[src/rtl/segre_hazard_ctrl_pkg.sv]
`default_nettype none
// ============================================================================
// segre_pkg : shared types for the Segre hazard controller
// Revision  : 1.0  initial release
// ============================================================================
package segre_pkg;

  localparam int REG_SIZE = 5;

  typedef enum logic [1:0] {
    FWD_NONE = 2'd0,
    FWD_MEM  = 2'd1,
    FWD_WB   = 2'd2,
    FWD_RET  = 2'd3
  } fwd_sel_e;

  typedef struct packed {
    logic                valid;
    logic [REG_SIZE-1:0] waddr;
    logic                we;
    logic                prod_mem;
    logic [REG_SIZE-1:0] rs1;
    logic [REG_SIZE-1:0] rs2;
    logic                rd_a;
    logic                rd_b;
  } hz_slot_t;

  localparam hz_slot_t HZ_SLOT_EMPTY = '0;

  // hit[0]=MEM, hit[1]=WB, hit[2]=RET; a load still in MEM has no value yet
  function automatic fwd_sel_e fwd_pick(logic ex_valid, logic [2:0] hit, logic mem_is_load);
    if (!ex_valid)                  return FWD_NONE;
    else if (hit[0] && !mem_is_load) return FWD_MEM;
    else if (hit[1])                return FWD_WB;
    else if (hit[2])                return FWD_RET;
    return FWD_NONE;
  endfunction

endpackage
`default_nettype wire

[src/rtl/segre_hazard_ctrl_if.sv]
`default_nettype none
// ============================================================================
// segre_hazard_ctrl_if : ID/EX/MEM status in, stall/flush/forward controls out
// Revision             : 1.0  initial release
// ============================================================================
interface segre_hazard_ctrl_if #(
  parameter int CNT_WIDTH = 32
);
  import segre_pkg::*;

  logic                 id_valid_i;
  logic [REG_SIZE-1:0]  id_raddr_a_i;
  logic [REG_SIZE-1:0]  id_raddr_b_i;
  logic                 id_rd_raddr_a_i;
  logic                 id_rd_raddr_b_i;
  logic [REG_SIZE-1:0]  id_waddr_i;
  logic                 id_rf_we_i;
  logic                 id_prod_mem_i;
  logic                 mem_stall_i;
  logic                 ex_branch_taken_i;
  logic                 if_stall_o;
  logic                 id_stall_o;
  logic                 ex_bubble_o;
  logic                 id_flush_o;
  fwd_sel_e             fwd_a_sel_o;
  fwd_sel_e             fwd_b_sel_o;
  logic [CNT_WIDTH-1:0] stall_cnt_o;

  modport master (
    output id_valid_i, id_raddr_a_i, id_raddr_b_i, id_rd_raddr_a_i, id_rd_raddr_b_i,
           id_waddr_i, id_rf_we_i, id_prod_mem_i, mem_stall_i, ex_branch_taken_i,
    input  if_stall_o, id_stall_o, ex_bubble_o, id_flush_o,
           fwd_a_sel_o, fwd_b_sel_o, stall_cnt_o
  );

  modport slave (
    input  id_valid_i, id_raddr_a_i, id_raddr_b_i, id_rd_raddr_a_i, id_rd_raddr_b_i,
           id_waddr_i, id_rf_we_i, id_prod_mem_i, mem_stall_i, ex_branch_taken_i,
    output if_stall_o, id_stall_o, ex_bubble_o, id_flush_o,
           fwd_a_sel_o, fwd_b_sel_o, stall_cnt_o
  );

endinterface
`default_nettype wire

[src/rtl/segre_hazard_ctrl_match.sv]
`default_nettype none
// ============================================================================
// segre_hz_match : one tracked producer slot vs one consumer source register
// Revision       : 1.0  initial release
// ============================================================================
module segre_hz_match
  import segre_pkg::*;
(
  input  logic                valid,
  input  logic                we,
  input  logic [REG_SIZE-1:0] waddr,
  input  logic [REG_SIZE-1:0] raddr,
  input  logic                rd_raddr,
  output logic                match
);

  // waddr!=0 together with raddr==waddr also excludes raddr==x0
  assign match = valid & we & (waddr != '0) & rd_raddr & (raddr == waddr);

endmodule
`default_nettype wire

[src/rtl/segre_hazard_ctrl.sv]
`default_nettype none
// ============================================================================
// segre_hazard_ctrl : RAW stall, branch squash and EX forwarding selects
// Config            : SEGRE_FWD_EN enables forwarding (load-use stall only)
// Revision          : 1.0  initial release
// ============================================================================
module segre_hazard_ctrl
  import segre_pkg::*;
#(
  parameter int CNT_WIDTH = 32
) (
  input  logic               clk_i,
  input  logic               rsn_i,
  segre_hazard_ctrl_if.slave bus
);

`ifdef SEGRE_FWD_EN
  localparam int N_SLOTS  = 4;
  localparam int N_ID_CHK = 1;
`else
  localparam int N_SLOTS  = 3;
  localparam int N_ID_CHK = 3;
`endif
  localparam int                   S_EX    = 0;
  localparam logic [CNT_WIDTH-1:0] CNT_ONE = {{(CNT_WIDTH-1){1'b0}}, 1'b1};
  localparam logic [CNT_WIDTH-1:0] CNT_MAX = '1;

  // slot 0 = EX, 1 = MEM, 2 = WB, 3 = RET (forwarding builds only)
  hz_slot_t [N_SLOTS-1:0] slots;
  hz_slot_t               id_slot;
  logic [N_ID_CHK-1:0]    id_hit_a;
  logic [N_ID_CHK-1:0]    id_hit_b;
  logic                   hazard;
  logic                   flush;
  logic                   raw_stall;
  logic [CNT_WIDTH-1:0]   stall_cnt;
  logic                   unused_slot_bits;

  assign id_slot = '{valid:    bus.id_valid_i,
                     waddr:    bus.id_waddr_i,
                     we:       bus.id_rf_we_i,
                     prod_mem: bus.id_prod_mem_i,
                     rs1:      bus.id_raddr_a_i,
                     rs2:      bus.id_raddr_b_i,
                     rd_a:     bus.id_rd_raddr_a_i,
                     rd_b:     bus.id_rd_raddr_b_i};

  for (genvar s = 0; s < N_ID_CHK; s++) begin : g_id_chk
    segre_hz_match u_match_a (
      .valid    (slots[s].valid),
      .we       (slots[s].we),
      .waddr    (slots[s].waddr),
      .raddr    (bus.id_raddr_a_i),
      .rd_raddr (bus.id_rd_raddr_a_i),
      .match    (id_hit_a[s])
    );
    segre_hz_match u_match_b (
      .valid    (slots[s].valid),
      .we       (slots[s].we),
      .waddr    (slots[s].waddr),
      .raddr    (bus.id_raddr_b_i),
      .rd_raddr (bus.id_rd_raddr_b_i),
      .match    (id_hit_b[s])
    );
  end

`ifdef SEGRE_FWD_EN
  logic [2:0] ex_hit_a;
  logic [2:0] ex_hit_b;

  assign hazard = bus.id_valid_i & slots[S_EX].prod_mem & (|{id_hit_a, id_hit_b});

  for (genvar s = 1; s < N_SLOTS; s++) begin : g_fwd_chk
    segre_hz_match u_match_a (
      .valid    (slots[s].valid),
      .we       (slots[s].we),
      .waddr    (slots[s].waddr),
      .raddr    (slots[S_EX].rs1),
      .rd_raddr (slots[S_EX].rd_a),
      .match    (ex_hit_a[s-1])
    );
    segre_hz_match u_match_b (
      .valid    (slots[s].valid),
      .we       (slots[s].we),
      .waddr    (slots[s].waddr),
      .raddr    (slots[S_EX].rs2),
      .rd_raddr (slots[S_EX].rd_b),
      .match    (ex_hit_b[s-1])
    );
  end

  assign bus.fwd_a_sel_o = fwd_pick(slots[S_EX].valid, ex_hit_a, slots[1].prod_mem);
  assign bus.fwd_b_sel_o = fwd_pick(slots[S_EX].valid, ex_hit_b, slots[1].prod_mem);
`else
  assign hazard          = bus.id_valid_i & (|{id_hit_a, id_hit_b});
  assign bus.fwd_a_sel_o = FWD_NONE;
  assign bus.fwd_b_sel_o = FWD_NONE;
`endif

  // a taken branch squashes the ID instruction, so its hazard is moot
  assign flush     = ~bus.mem_stall_i & bus.ex_branch_taken_i;
  assign raw_stall = ~bus.mem_stall_i & ~bus.ex_branch_taken_i & hazard;

  assign bus.if_stall_o  = bus.mem_stall_i | raw_stall;
  assign bus.id_stall_o  = bus.mem_stall_i | raw_stall;
  assign bus.ex_bubble_o = flush | raw_stall;
  assign bus.id_flush_o  = flush;
  assign bus.stall_cnt_o = stall_cnt;

  always_ff @(posedge clk_i or negedge rsn_i) begin
    if (!rsn_i) begin
      slots     <= '0;
      stall_cnt <= '0;
    end else if (!bus.mem_stall_i) begin
      for (int s = N_SLOTS - 1; s > 0; s--) begin
        slots[s] <= slots[s-1];
      end
      slots[S_EX] <= (bus.id_valid_i && !hazard && !bus.ex_branch_taken_i) ?
                     id_slot : HZ_SLOT_EMPTY;
      if (raw_stall && (stall_cnt != CNT_MAX)) begin
        stall_cnt <= stall_cnt + CNT_ONE;
      end
    end
  end

  // not every slot field is consulted in every build
  assign unused_slot_bits = ^slots;

endmodule
`default_nettype wire
[src/flat_wrapper.sv]
// flat-port wrapper written by rule: the top's interface ports become plain ports
module segre_hazard_ctrl_flat import segre_pkg::*;
#(
  parameter int CNT_WIDTH = 32
)
  (clk_i, rsn_i, bus_id_valid_i, bus_id_raddr_a_i, bus_id_raddr_b_i, bus_id_rd_raddr_a_i, bus_id_rd_raddr_b_i, bus_id_waddr_i, bus_id_rf_we_i, bus_id_prod_mem_i, bus_mem_stall_i, bus_ex_branch_taken_i, bus_if_stall_o, bus_id_stall_o, bus_ex_bubble_o, bus_id_flush_o, bus_fwd_a_sel_o, bus_fwd_b_sel_o, bus_stall_cnt_o);
  segre_hazard_ctrl_if #(.CNT_WIDTH(CNT_WIDTH)) bus_i ();
  input  logic clk_i;
  input  logic rsn_i;
  input wire logic [$bits(bus_i.id_valid_i)-1:0] bus_id_valid_i;
  input wire logic [$bits(bus_i.id_raddr_a_i)-1:0] bus_id_raddr_a_i;
  input wire logic [$bits(bus_i.id_raddr_b_i)-1:0] bus_id_raddr_b_i;
  input wire logic [$bits(bus_i.id_rd_raddr_a_i)-1:0] bus_id_rd_raddr_a_i;
  input wire logic [$bits(bus_i.id_rd_raddr_b_i)-1:0] bus_id_rd_raddr_b_i;
  input wire logic [$bits(bus_i.id_waddr_i)-1:0] bus_id_waddr_i;
  input wire logic [$bits(bus_i.id_rf_we_i)-1:0] bus_id_rf_we_i;
  input wire logic [$bits(bus_i.id_prod_mem_i)-1:0] bus_id_prod_mem_i;
  input wire logic [$bits(bus_i.mem_stall_i)-1:0] bus_mem_stall_i;
  input wire logic [$bits(bus_i.ex_branch_taken_i)-1:0] bus_ex_branch_taken_i;
  output wire logic [$bits(bus_i.if_stall_o)-1:0] bus_if_stall_o;
  output wire logic [$bits(bus_i.id_stall_o)-1:0] bus_id_stall_o;
  output wire logic [$bits(bus_i.ex_bubble_o)-1:0] bus_ex_bubble_o;
  output wire logic [$bits(bus_i.id_flush_o)-1:0] bus_id_flush_o;
  output wire logic [$bits(bus_i.fwd_a_sel_o)-1:0] bus_fwd_a_sel_o;
  output wire logic [$bits(bus_i.fwd_b_sel_o)-1:0] bus_fwd_b_sel_o;
  output wire logic [$bits(bus_i.stall_cnt_o)-1:0] bus_stall_cnt_o;
  assign bus_i.id_valid_i = bus_id_valid_i;
  assign bus_i.id_raddr_a_i = bus_id_raddr_a_i;
  assign bus_i.id_raddr_b_i = bus_id_raddr_b_i;
  assign bus_i.id_rd_raddr_a_i = bus_id_rd_raddr_a_i;
  assign bus_i.id_rd_raddr_b_i = bus_id_rd_raddr_b_i;
  assign bus_i.id_waddr_i = bus_id_waddr_i;
  assign bus_i.id_rf_we_i = bus_id_rf_we_i;
  assign bus_i.id_prod_mem_i = bus_id_prod_mem_i;
  assign bus_i.mem_stall_i = bus_mem_stall_i;
  assign bus_i.ex_branch_taken_i = bus_ex_branch_taken_i;
  assign bus_if_stall_o = bus_i.if_stall_o;
  assign bus_id_stall_o = bus_i.id_stall_o;
  assign bus_ex_bubble_o = bus_i.ex_bubble_o;
  assign bus_id_flush_o = bus_i.id_flush_o;
  assign bus_fwd_a_sel_o = bus_i.fwd_a_sel_o;
  assign bus_fwd_b_sel_o = bus_i.fwd_b_sel_o;
  assign bus_stall_cnt_o = bus_i.stall_cnt_o;
  segre_hazard_ctrl #(.CNT_WIDTH(CNT_WIDTH)) u_core (.clk_i(clk_i), .rsn_i(rsn_i), .bus(bus_i));
endmodule
[config.mk]
export PLATFORM = sky130hd
export DESIGN_NAME = segre_hazard_ctrl_flat
export DESIGN_NICKNAME = d
export VERILOG_FILES = /design/src/rtl/segre_hazard_ctrl_pkg.sv /design/src/rtl/segre_hazard_ctrl_if.sv /design/src/rtl/segre_hazard_ctrl_match.sv /design/src/rtl/segre_hazard_ctrl.sv /design/src/flat_wrapper.sv
export SDC_FILE = /design/constraint.sdc
export NUM_CORES = 1
export LEC_CHECK = 0
export BUFFER_PORTS_ARGS = -buffer_cell sky130_fd_sc_hd__buf_2
export CORE_MARGIN = 1.5
export CORE_UTILIZATION = 29
export CTS_BUF_LIST = sky130_fd_sc_hd__clkbuf_8
export DETAILED_ROUTE_END_ITERATION = 10
export HOLD_SLACK_MARGIN = 0.15
export PLACE_DENSITY_LB_ADDON = 0.08
export SLEW_MARGIN = 0
export SYNTH_ARGS = -nofsm -noshare
export SYNTH_HDL_FRONTEND = slang
export SYNTH_SLANG_ARGS = --single-unit
export TNS_END_PERCENT = 20
[constraint.sdc]
create_clock -name clk_i -period 2.5 [get_ports clk_i]
set_clock_uncertainty 0.1 [all_clocks]
set_input_delay 0.5 -clock clk_i [delete_from_list [all_inputs] [get_ports clk_i]]
set_output_delay 0.5 -clock clk_i [all_outputs]
set_load 0.01 [all_outputs]
==> results.toml <==
[status]
status = "finished with violations"
violations = "negative setup slack"

[timing]
slew_viol_final = 0
fmax_mhz = 378.0
setup-tns-final_ns = -0.4154
finalHoldViolCount = 0
post-route-min-period_ns = 2.645
setup_ws_ns = -0.1454
maxSlewHeadroom_pct = 54.41
fin_crit_sh_pct = 105.8
tightest_slew_ns = 0.6838
setup_violations = 3
rsz0062_at_grt = "yes"

[layout]
n_antenna_cell = 0
areaGrowthSynthToFinish_pct = 26.53
fillCellCount = 997
fin_area_mm2 = 0.003605
layout_commonest_cell = "buf_2"
nNetsFinal = 366
mostFrequentLayoutCells = "buf_2 (58), dfrtp_1 (48), xnor2_1 (33), xor2_1 (28), buf_4 (26)"
drive_above_1_share_pct = 38.60

[worst_setup_path]
worst_r2r_startpoint = "u_core.slots[14]"
cp_data_required_time_ns = 1.90
worst-path-max-fanout = 3
setup.worst_path.start_class = "register"
worst-r2r-setup-slack_ns = 0.07
reg2reg_to = "u_core.bus.stall_cnt_o[1]"
end_kind = "output port"
rr_worst_depth = 9
criticalPathCategory = "register to output port"
cp.arrival_ns = 2.05

[logic_synthesis]
synth-seq-cells = 53
synthTopCellsByArea = "dfrtp_1 (47%), xnor2_1 (10%), xor2_1 (8.6%)"
seq_area_frac_synth_pct = 46.55
ys.flop_type = "dfrtp_1"
async_reset_ff_share_pct = 100.0
synth_edf_count = 0
syn_area_mm2 = 0.002849
postSynthAreaPerCell_um2 = 11.13
synth_top_area_share_pct = 46.55
synthesis.instances = 256
yosys_warnings = 0
synth.distinct_cells = 41
yosysTopAreaCell = "dfrtp_1"

[die]
rows = 35
core_area_mm2 = 0.009371
dieArea_mm2 = 0.01043
ios = 64
initial_utilization_pct = 30.40
fp.dieW_um = 102.1
die_h_um = 102.1

[clock_network]
cts_buffers = 5
cts_buffer_depth = 2
cts_sinks = 53
cts_tree = "done"
cts_htree_levels = 2
cts-root-buf = "clkbuf_8"
clkTransAtPathRegs_ns = 0.10
clkLatencyLatePin_ns = 0.31

[route]
initialDrtViolationCount = 66
drc = 0
via_count = 2191
wire_per_inst_um = 14.99
drtPass1Iterations = 4
antenna_left = 0
wirelength_mm = 7.058
via_per_inst = 4.652

[power]
p_leak_uw = 0.001786
power_density_mw_per_mm2 = 444.9
power_uw = 1604
vdd_drop_max_mv = 0.2252

[job]
maxCapViolCount = 0

[placed_design]
hpwl_mm = 5.091
placed_area_mm2 = 0.003356
gp_congestion = 0.8671
io_buffers = 58

[grt]
grt_pass1_wl_mm = 11.87
grt_pass1_vias = 2211
grt_max_degree = 54
grt_usage_pct = 14.79
antenna_found_initial = 0
overflow = 0

[worst_hold_path]
min-delay-path-class = "input port to async pin"
layer usage:
metal / track usage, % / share of wire [%] / up-vias / routed length, um
met5: 0 / 0 / - / 0
met4: 3.583 / 0.89 / 0 / 63
met3: 2.736 / 3.4 / 5 / 241
met2: 21.70 / 44 / 40 / 3126
met1: 22.36 / 51 / 1071 / 3626
li1: - / - / 1075 / -
registers in the layout, summed over array words and instances (netlist names):
signal / flops
u_core.slots: 21
u_core.bus.stall_cnt_o: 32
power breakdown:
part           internal, uW  switching [uW]
logic                   102            95.5
clock network           197             292
registers               885            32.1
area by class of cell:
type                    instances  area [um2]  area share [%]
flip-flops and latches         53        1333           36.97
repair buffers                 87       519.2           14.40
well taps                     129       161.4           4.478
clock inverters                 3       17.52          0.4859
clock buffers                   5       68.82           1.909
multi-input cells             194        1505           41.76
metrics by stage:
stage,setup WS [ns],hold WS [ns],util [%],std cells
floorplan,0.1263,0.1044,-,259
global placement,-0.09672,0.3777,35.81,451
detailed placement,-0.07955,0.3803,35.81,451
CTS,-0.1463,0.2464,37.65,468
global route,-0.2660,0.2555,38.46,471
finish,-0.1454,0.1939,38.46,471
critical path, cell delays in order, from the launching register on:
cell and delay (ns):
dfrtp_1 0.44, buf_4 0.16, xor2_1 0.14, nor4_1 0.21
nand3_1 0.11, a21o_2 0.23, o211a_1 0.24, nand2b_1 0.09
buf_2 0.13
logic make-up after synthesis:
family                   share of synthesized area, %
buffers and inverters                           2.942
XOR/XNOR                                        18.75
multiplexers                                    5.929
flip-flops                                      46.55
adder cells (fa/ha/maj)                        0.4391
AO/OA/AOI/OAI                                   5.885
other                                          0.1316
AND/OR/NAND/NOR                                 19.37
cell usage after synthesis (all sizes together), types with 3 or more instances:
| master | n |
|---|---|
| and4 | 6 |
| dfrtp | 53 |
| mux2 | 15 |
| nor4 | 6 |
| nand2 | 12 |
| a22o | 6 |
| nand2b | 3 |
| and3 | 16 |
| xor2 | 28 |
| buf | 8 |
| clkbuf | 4 |
| nand3 | 16 |
| nand4 | 15 |
| nor2 | 8 |
| nor3 | 5 |
| xnor2 | 33 |
how the worst max path moves through the flow:
stage / startpoint / endpoint / slack (ns)
2_1_floorplan: bus_id_raddr_b_i[0] / bus_if_stall_o / 0.13
3_3_place_gp: bus_id_raddr_b_i[0] / bus_id_stall_o / -0.1
3_5_place_dp: bus_id_raddr_b_i[3] / bus_id_stall_o / -0.08
6_report: u_core.slots[34] / bus_if_stall_o / -0.15
4_1_cts: u_core.slots[56] / bus_if_stall_o / -0.15
5_1_grt: u_core.slots[14] / bus_if_stall_o / -0.27
timing repair:
item | 4_1_cts | 5_1_grt
gates resized for setup | 7 | 11
pin swaps | 6 | 12
endpoints found under the setup margin | 3 | 33
setup buffers | 9 | 3
hold buffers | 0 | 0
(Power assumes the default switching activity.)
